`src/rtl/uart_loader_pkg.sv`:
```
// rtl/uart_loader_pkg.sv - shared types and constants for the UART pixel loader
//
// Purpose: FSM state encoding, BRAM address/pixel widths and the default
//          frame size and inter-byte timeout used by uart_pixel_loader.
// Ports:   none (package)
package uart_loader_pkg;

  typedef enum logic [1:0] {
    WAIT_R = 2'd0,
    WAIT_G = 2'd1,
    WAIT_B = 2'd2
  } loader_state_t;

  localparam int ADDR_W = 18;
  localparam int PIX_W  = 24;

  localparam int DEF_IMG_PIXELS     = 76800;
  localparam int DEF_TIMEOUT_CYCLES = 100000;

endpackage

```
`src/rtl/uart_pixel_loader_byte_gap_timer.sv`:
```
// rtl/uart_pixel_loader_byte_gap_timer.sv - inter-byte gap counter for the pixel loader
//
// Purpose: counts clk cycles while run=1 and flags expired when the count
//          reaches LIMIT. The count restarts on clear, when run drops, and
//          in the cycle after it expires.
// Ports:
//   clk     in  clock
//   reset   in  synchronous active-high reset
//   run     in  count enable (loader is mid-pixel)
//   clear   in  restart the count (a byte was accepted)
//   expired out LIMIT cycles have elapsed since the last restart
module byte_gap_timer #(
  parameter int LIMIT = 100000
) (
  input  logic clk,
  input  logic reset,
  input  logic run,
  input  logic clear,
  output logic expired
);

  localparam int CNT_W = $clog2(LIMIT + 1);

  logic [CNT_W-1:0] count;

  assign expired = run && (count == CNT_W'(LIMIT));

  always_ff @(posedge clk) begin
    if (reset || clear || !run || expired) begin
      count <= '0;
    end else begin
      count <= count + 1'b1;
    end
  end

endmodule

```
`src/rtl/uart_pixel_loader.sv`:
```
// rtl/uart_pixel_loader.sv - assembles UART bytes into RGB pixels and writes them to BRAM
//
// Purpose: collects bytes in fixed R, G, B order and issues one BRAM write per
//          pixel, walking addresses 0..IMG_PIXELS-1 and wrapping so frames
//          reload continuously. Optional macro UART_LOADER_TIMEOUT_EN adds an
//          inter-byte gap timer that discards a stale partial pixel.
// Ports:
//   clk          in  100 MHz clock
//   reset        in  synchronous active-high reset
//   rx_data[7:0] in  received byte, valid with rx_ready
//   rx_ready     in  one-cycle strobe per received byte
//   wea          out BRAM write enable (one cycle per pixel)
//   addra[17:0]  out BRAM write address
//   dina[23:0]   out pixel {R,G,B}
//   frame_done   out pulse alongside the write of the last pixel in a frame
//   timeout_err  out sticky: a partial pixel was discarded on timeout
//   state[1:0]   out current FSM state (debug)
module uart_pixel_loader
  import uart_loader_pkg::*;
#(
  parameter int IMG_PIXELS     = DEF_IMG_PIXELS,
  parameter int TIMEOUT_CYCLES = DEF_TIMEOUT_CYCLES
) (
  input  logic              clk,
  input  logic              reset,
  input  logic [7:0]        rx_data,
  input  logic              rx_ready,
  output logic              wea,
  output logic [ADDR_W-1:0] addra,
  output logic [PIX_W-1:0]  dina,
  output logic              frame_done,
  output logic              timeout_err,
  output logic [1:0]        state
);

  localparam logic [ADDR_W-1:0] LAST_ADDR = ADDR_W'(IMG_PIXELS - 1);

  loader_state_t cur_state;
  logic [7:0]    r_byte;
  logic [7:0]    g_byte;
  logic          gap_expired;

  assign state = cur_state;

`ifdef UART_LOADER_TIMEOUT_EN
  byte_gap_timer #(
    .LIMIT (TIMEOUT_CYCLES)
  ) u_gap_timer (
    .clk     (clk),
    .reset   (reset),
    .run     ((cur_state == WAIT_G) || (cur_state == WAIT_B)),
    .clear   (rx_ready),
    .expired (gap_expired)
  );
`else
  assign gap_expired = 1'b0;
  assign timeout_err = 1'b0;
`endif

  always_ff @(posedge clk) begin
    if (reset) begin
      cur_state  <= WAIT_R;
      addra      <= '0;
      wea        <= 1'b0;
      dina       <= '0;
      frame_done <= 1'b0;
      r_byte     <= '0;
      g_byte     <= '0;
`ifdef UART_LOADER_TIMEOUT_EN
      timeout_err <= 1'b0;
`endif
    end else begin
      wea        <= 1'b0;
      frame_done <= 1'b0;

      // addra holds the address of the pending write; it advances only once
      // that write has been presented, so it is stable while wea=1.
      if (wea) begin
        addra <= (addra == LAST_ADDR) ? '0 : addra + 1'b1;
      end

      if (gap_expired) begin
        // Stale partial pixel is dropped; a byte landing in this very cycle
        // starts the next pixel as R.
`ifdef UART_LOADER_TIMEOUT_EN
        timeout_err <= 1'b1;
`endif
        if (rx_ready) begin
          r_byte    <= rx_data;
          cur_state <= WAIT_G;
        end else begin
          cur_state <= WAIT_R;
        end
      end else begin
        case (cur_state)
          WAIT_R: begin
            if (rx_ready) begin
              r_byte    <= rx_data;
              cur_state <= WAIT_G;
            end
          end
          WAIT_G: begin
            if (rx_ready) begin
              g_byte    <= rx_data;
              cur_state <= WAIT_B;
            end
          end
          WAIT_B: begin
            if (rx_ready) begin
              wea        <= 1'b1;
              dina       <= {r_byte, g_byte, rx_data};
              frame_done <= (addra == LAST_ADDR);
              cur_state  <= WAIT_R;
            end
          end
          default: cur_state <= WAIT_R;
        endcase
      end
    end
  end

endmodule

```
`config.mk`:
```
export PLATFORM = sky130hd
export DESIGN_NAME = uart_pixel_loader
export DESIGN_NICKNAME = d
export VERILOG_FILES = /design/src/rtl/uart_loader_pkg.sv /design/src/rtl/uart_pixel_loader_byte_gap_timer.sv /design/src/rtl/uart_pixel_loader.sv
export SDC_FILE = /design/constraint.sdc
export NUM_CORES = 1
export LEC_CHECK = 0
export ABC_AREA = 1
export BUFFER_PORTS_ARGS = -buffer_cell sky130_fd_sc_hd__buf_2
export CAP_MARGIN = 20
export CORE_UTILIZATION = 36
export DETAILED_ROUTE_END_ITERATION = 8
export SLEW_MARGIN = 30
export SYNTH_ARGS = -nofsm -noshare
export SYNTH_HDL_FRONTEND = slang
export SYNTH_SLANG_ARGS = --single-unit
```
`constraint.sdc`:
```
create_clock -name clk -period 1.5 [get_ports clk]
set_clock_uncertainty 0.1 [all_clocks]
set_input_delay 0.075 -clock clk [delete_from_list [all_inputs] [get_ports clk]]
set_output_delay 0.075 -clock clk [all_outputs]
set_load 0.01 [all_outputs]
```
**Word-level counts from Yosys, hierarchy flattened**

Index checks and enable logic that the tools add are counted.

- Bitwise operators: 2
- Multiplexer cells: 6
- Equality and inequality tests: 6
- Reduce and logical (&&, ||, !) cells: 7
- Add/sub/neg operators: 1

Operators by type and width:

| kind | number |
|---|---|
| $add 18x1->18 const B | 1 |
| $eq 18x17->1 const B | 1 |
| $mux 18 | 1 |
| $mux 2 | 3 |
| $ne 2x2->1 const B | 3 |
| $pmux 2 s3 | 1 |
| $reduce_and 2->1 | 3 |
| $reduce_and 3->1 | 1 |
| $reduce_or 3->1 | 1 |
| $eq 2x1->1 const B | 1 |
| $eq 2x2->1 const B | 1 |
| $logic_not 2->1 | 1 |
| $not 1->1 | 2 |
| $reduce_or 2->1 | 1 |
| $mux 1 | 1 |

- Output and inout port bits: 47
- Register bits after elaboration: 62

**Depth between registers and ports, before layout**

- Depth in word-level cells: 3
- Mapped depth: 9
- Mapped depth without buffers: 9

**Worst setup path before layout**

No wires, ideal clock.

- Path type: flip-flop to flip-flop
- From: register addra[0]
- To: register addra[12]
- Data required time: 1.272 ns
- Period minus slack after synthesis: 1.429 ns
- Path slack: 0.071 ns
- Cell stages (with the launch flop): 8
- Setup time: 0.128 ns
- Path buffers: 0
- Arrival time: 1.201 ns
- Path through: dfxtp_1 -> ha_1 -> nand2_1 -> nor2_2 -> nand2_1 -> nor2_1 -> xor2_1 -> nor2_1

- Longest elaborated chain between the ends: 2

Ends and longest elaborated chain:

| element | line | text |
|---|---|---|
| start, declared | uart_pixel_loader.sv:29 | `output logic [ADDR_W-1:0] addra,` |
| start signal, assigned | uart_pixel_loader.sv:79 | `addra <= (addra == LAST_ADDR) ? '0 : addra + 1'b1;` |
| $add 18x1->18 or $eq 18x17->1 (tied branches) | uart_pixel_loader.sv:79 |  |
| $mux 18 * | uart_pixel_loader.sv:79 |  |

Every way passes the cells marked *; elsewhere a longest branch is shown, timed or not.
A chain may end at the register's enable or synchronous reset.

**Worst setup path in the final report**

- From: register addra[1]
- To: register addra[7]

The elaborated chain is that of the path after synthesis.

==> results.md <==
* Outcome: completed
* Register area at 1240 sq um
* Chip height at 85.1 um
* Primary FF master, synth: dfxtp_1
* Gate power share at 6.1%
* Final #Nets at 427
* Vias/cell at 4.77
* Maximum vdd drop at 0.514 mV
* Multi-input logic area at 1090 sq um
* Boundary pin count at 58
* Routed Antenna Nets at 0
* Number of synthesized flops with an enable pin at 0
* Final wirelength at 6000 um
* Max incr delay on CP at 340 ps
* CP arrival at 1530 ps
* Final setup viols at 0
* Share of layout cells above drive strength 1 at 23.1%
* PwrDens at 1160 nW/um^2
* Crit Path Max Fanout at 6
* Avg WL per Cell at 12.1 um
* Switching Share at 20.9%
* Hold Vio Cnt, Final at 0
* First-pass GRT wire length at 10000 um
* Leak at 0.00142 uW
* # port buffers at 56
* Post-Synthesis Cells at 339
* Commonest non-fill, non-tap cell in the layout: nor2_1
* Slowest-stage cell, CP: dfxtp_1
* Setup TNS at 0 ps
* Final Critical Period at 1400 ps
* Most frequent cells in the layout: nor2_1, dfxtp_1, buf_2, nand2_1, o21ai_0
* Gpl congestion at 0.828
* Largest net degree at the start of global routing at 46
* # H-tree levels at 3
* Most frequent CP cell: nand2_2
* Number of buffers created by CTS at 9
* Post-Syn Nets at 351
* P&R area growth vs syn at 31.9%
* WS Path Type: flip-flop to flip-flop
* Critical Path Source Type: flip-flop
* Synth warnings at 0
* Post-synthesis cell area at 2480 sq um
* F_max at 715 MHz
* Antenna diode count at 0
* RSZ-0062 raised after global routing: no
* CTS tree: built
* Hold WS at 354 ps
* Sequential area share after synthesis at 50.0%
* Int Pwr at 2990 uW
* Max Cap Violations at 0
* Worst-path clk slew at 70 ps
* Final Worst Setup Slack at 102 ps
* Flop pwr share at 45.5%
* GRT Total Usage at 17.7%
* Crit path cell chain: ha_2 > nand2_1 > nor2_2 > nand2_2 > inv_1 > nand2_2 > nand2_4 > nor2_1
* Post-synth top area share at 50.0%
* Min-delay worst type: flip-flop to flip-flop
* Vias at 2373
* Initial antenna violation count at 0
* Synth top area cells: dfxtp_1, nor2_1, o21ai_0
* CTS Sinks at 62
* Vias in the first global route at 2232
* Starting DRC count in detailed routing at 75
* Pre-CTS setup slack at 82.1 ps
* Yosys cell types at 23
* Final period utilization at 93.2%
* DP HPWL at 4180 um
* # DRC at 0
* Clk buf depth at 2
* Flops & latches, synth at 62
* Final Max Tran Viols at 0
* Core Util, Final at 50.4%
* Syn_area_per_cell at 7.33 sq um
* Synth async-reset ratio at 0%
* Fillers at 634
* Crit end category: flip-flop
* Psw at 790 uW
* Data required, critical path at 1630 ps
* Die area at 7240 sq um
* Cell taking the most area after synthesis: dfxtp_1
* Die Width at 85.1 um
* Row Count at 29
* Starting Density at 38.2%
* Total gr overflow at 0
* Proportion of power drawn by the clock network at 48.4%
* First-pass iteration count of the detailed router at 4
* Root buf cell: clkbuf_8
* Core area at 6490 sq um
* Clk_lat worst skew at 340 ps
[flip-flops by register name, summed over array words and instances, names as in the netlist]
| register | count |
|---|---|
| dina | 24 |
| wea | 1 |
| state | 2 |
| addra | 18 |
| r_byte | 8 |
| g_byte | 8 |
| frame_done | 1 |
[cell type report]
class | count | area share, %
clock buffers | 13 | 4.85
clock inverters | 3 | 2.75
inverters | 32 | 3.67
multi-input cells | 234 | 33.2
flip-flops and latches | 62 | 37.9
well taps | 77 | 2.94
repair buffers | 76 | 14.7
[power groups by stage]
stage	Clock (uW)	Sequential [uW]	Combinational, uW
finish	1830	1720	232
global route	1960	1730	264
CTS	1870	1720	234
detailed placement	0	1760	213
global placement	0	1760	211
floorplan	0	1770	119
[stage by stage]
step / total power [uW] / std cells / cell area, sq um
after detailed placement: 1970 / 469 / 2890
after global placement: 1970 / 469 / 2890
after CTS: 3820 / 495 / 3240
after global routing: 3950 / 497 / 3280
final: 3790 / 497 / 3280
after floorplan: 1890 / 339 / 2480
[layer usage]
metal | up-vias | GRT usage [%] | wire length (um)
met4 | 0 | 8.32 | 122
met5 | - | 0 | 0
met3 | 12 | 6.03 | 334
met1 | 1078 | 20.9 | 2720
met2 | 56 | 28.9 | 2830
li1 | 1227 | - | -
[worst max-delay path, delay by kind of cell (launching register included)]
kind | cells | cell delay, ps
adders and majority gates | 1 | 190
buffers and inverters | 1 | 90
and+or+nand+nor | 6 | 570
DFF | 1 | 340
[cell families (layout without fill, tap and decap cells)]
group	after synthesis	count (layout)	share of synthesized area, %
flops	62	62	50.0
buf+inv	43	124	7.05
compound gates	65	65	13.3
simple gates	162	162	27.3
xor+xnor	5	5	1.76
other cells	1	1	0.151
fa+ha+maj	1	1	0.504
[final timing paths]
check / from / end / slack [ps] / cells after the start
max: addra[1] / addra[7] / 100 / 8
min: g_byte[7] / dina[15] / 350 / 2
max reg2reg: addra[1] / addra[7] / 100 / 8
min reg2reg: g_byte[7] / dina[15] / 350 / 2
[Yosys cell counts, types with 2 or more instances]
library cell  count
nor2_2            3
a21oi_1          21
nand3_1          16
inv_2             2
dfxtp_1          62
inv_1            30
nand2_1          44
nor2_1           85
o21ai_0          42
xor2_1            3
nor3_1            6
nand2_2           3
xnor2_1           2
buf_4             3
nor2_4            2
o21bai_1          2
clkbuf_1          6
buf_2             2
[repair_timing]
action | CTS | global route
gates resized for setup | 0 | 8
setup endpoints to repair | 0 | 9
buffers inserted | 0 | 2
hold buffers | 10 | 0
hold endpoints to repair | 26 | 0
Note: power is estimated with default switching activity, not from simulation.
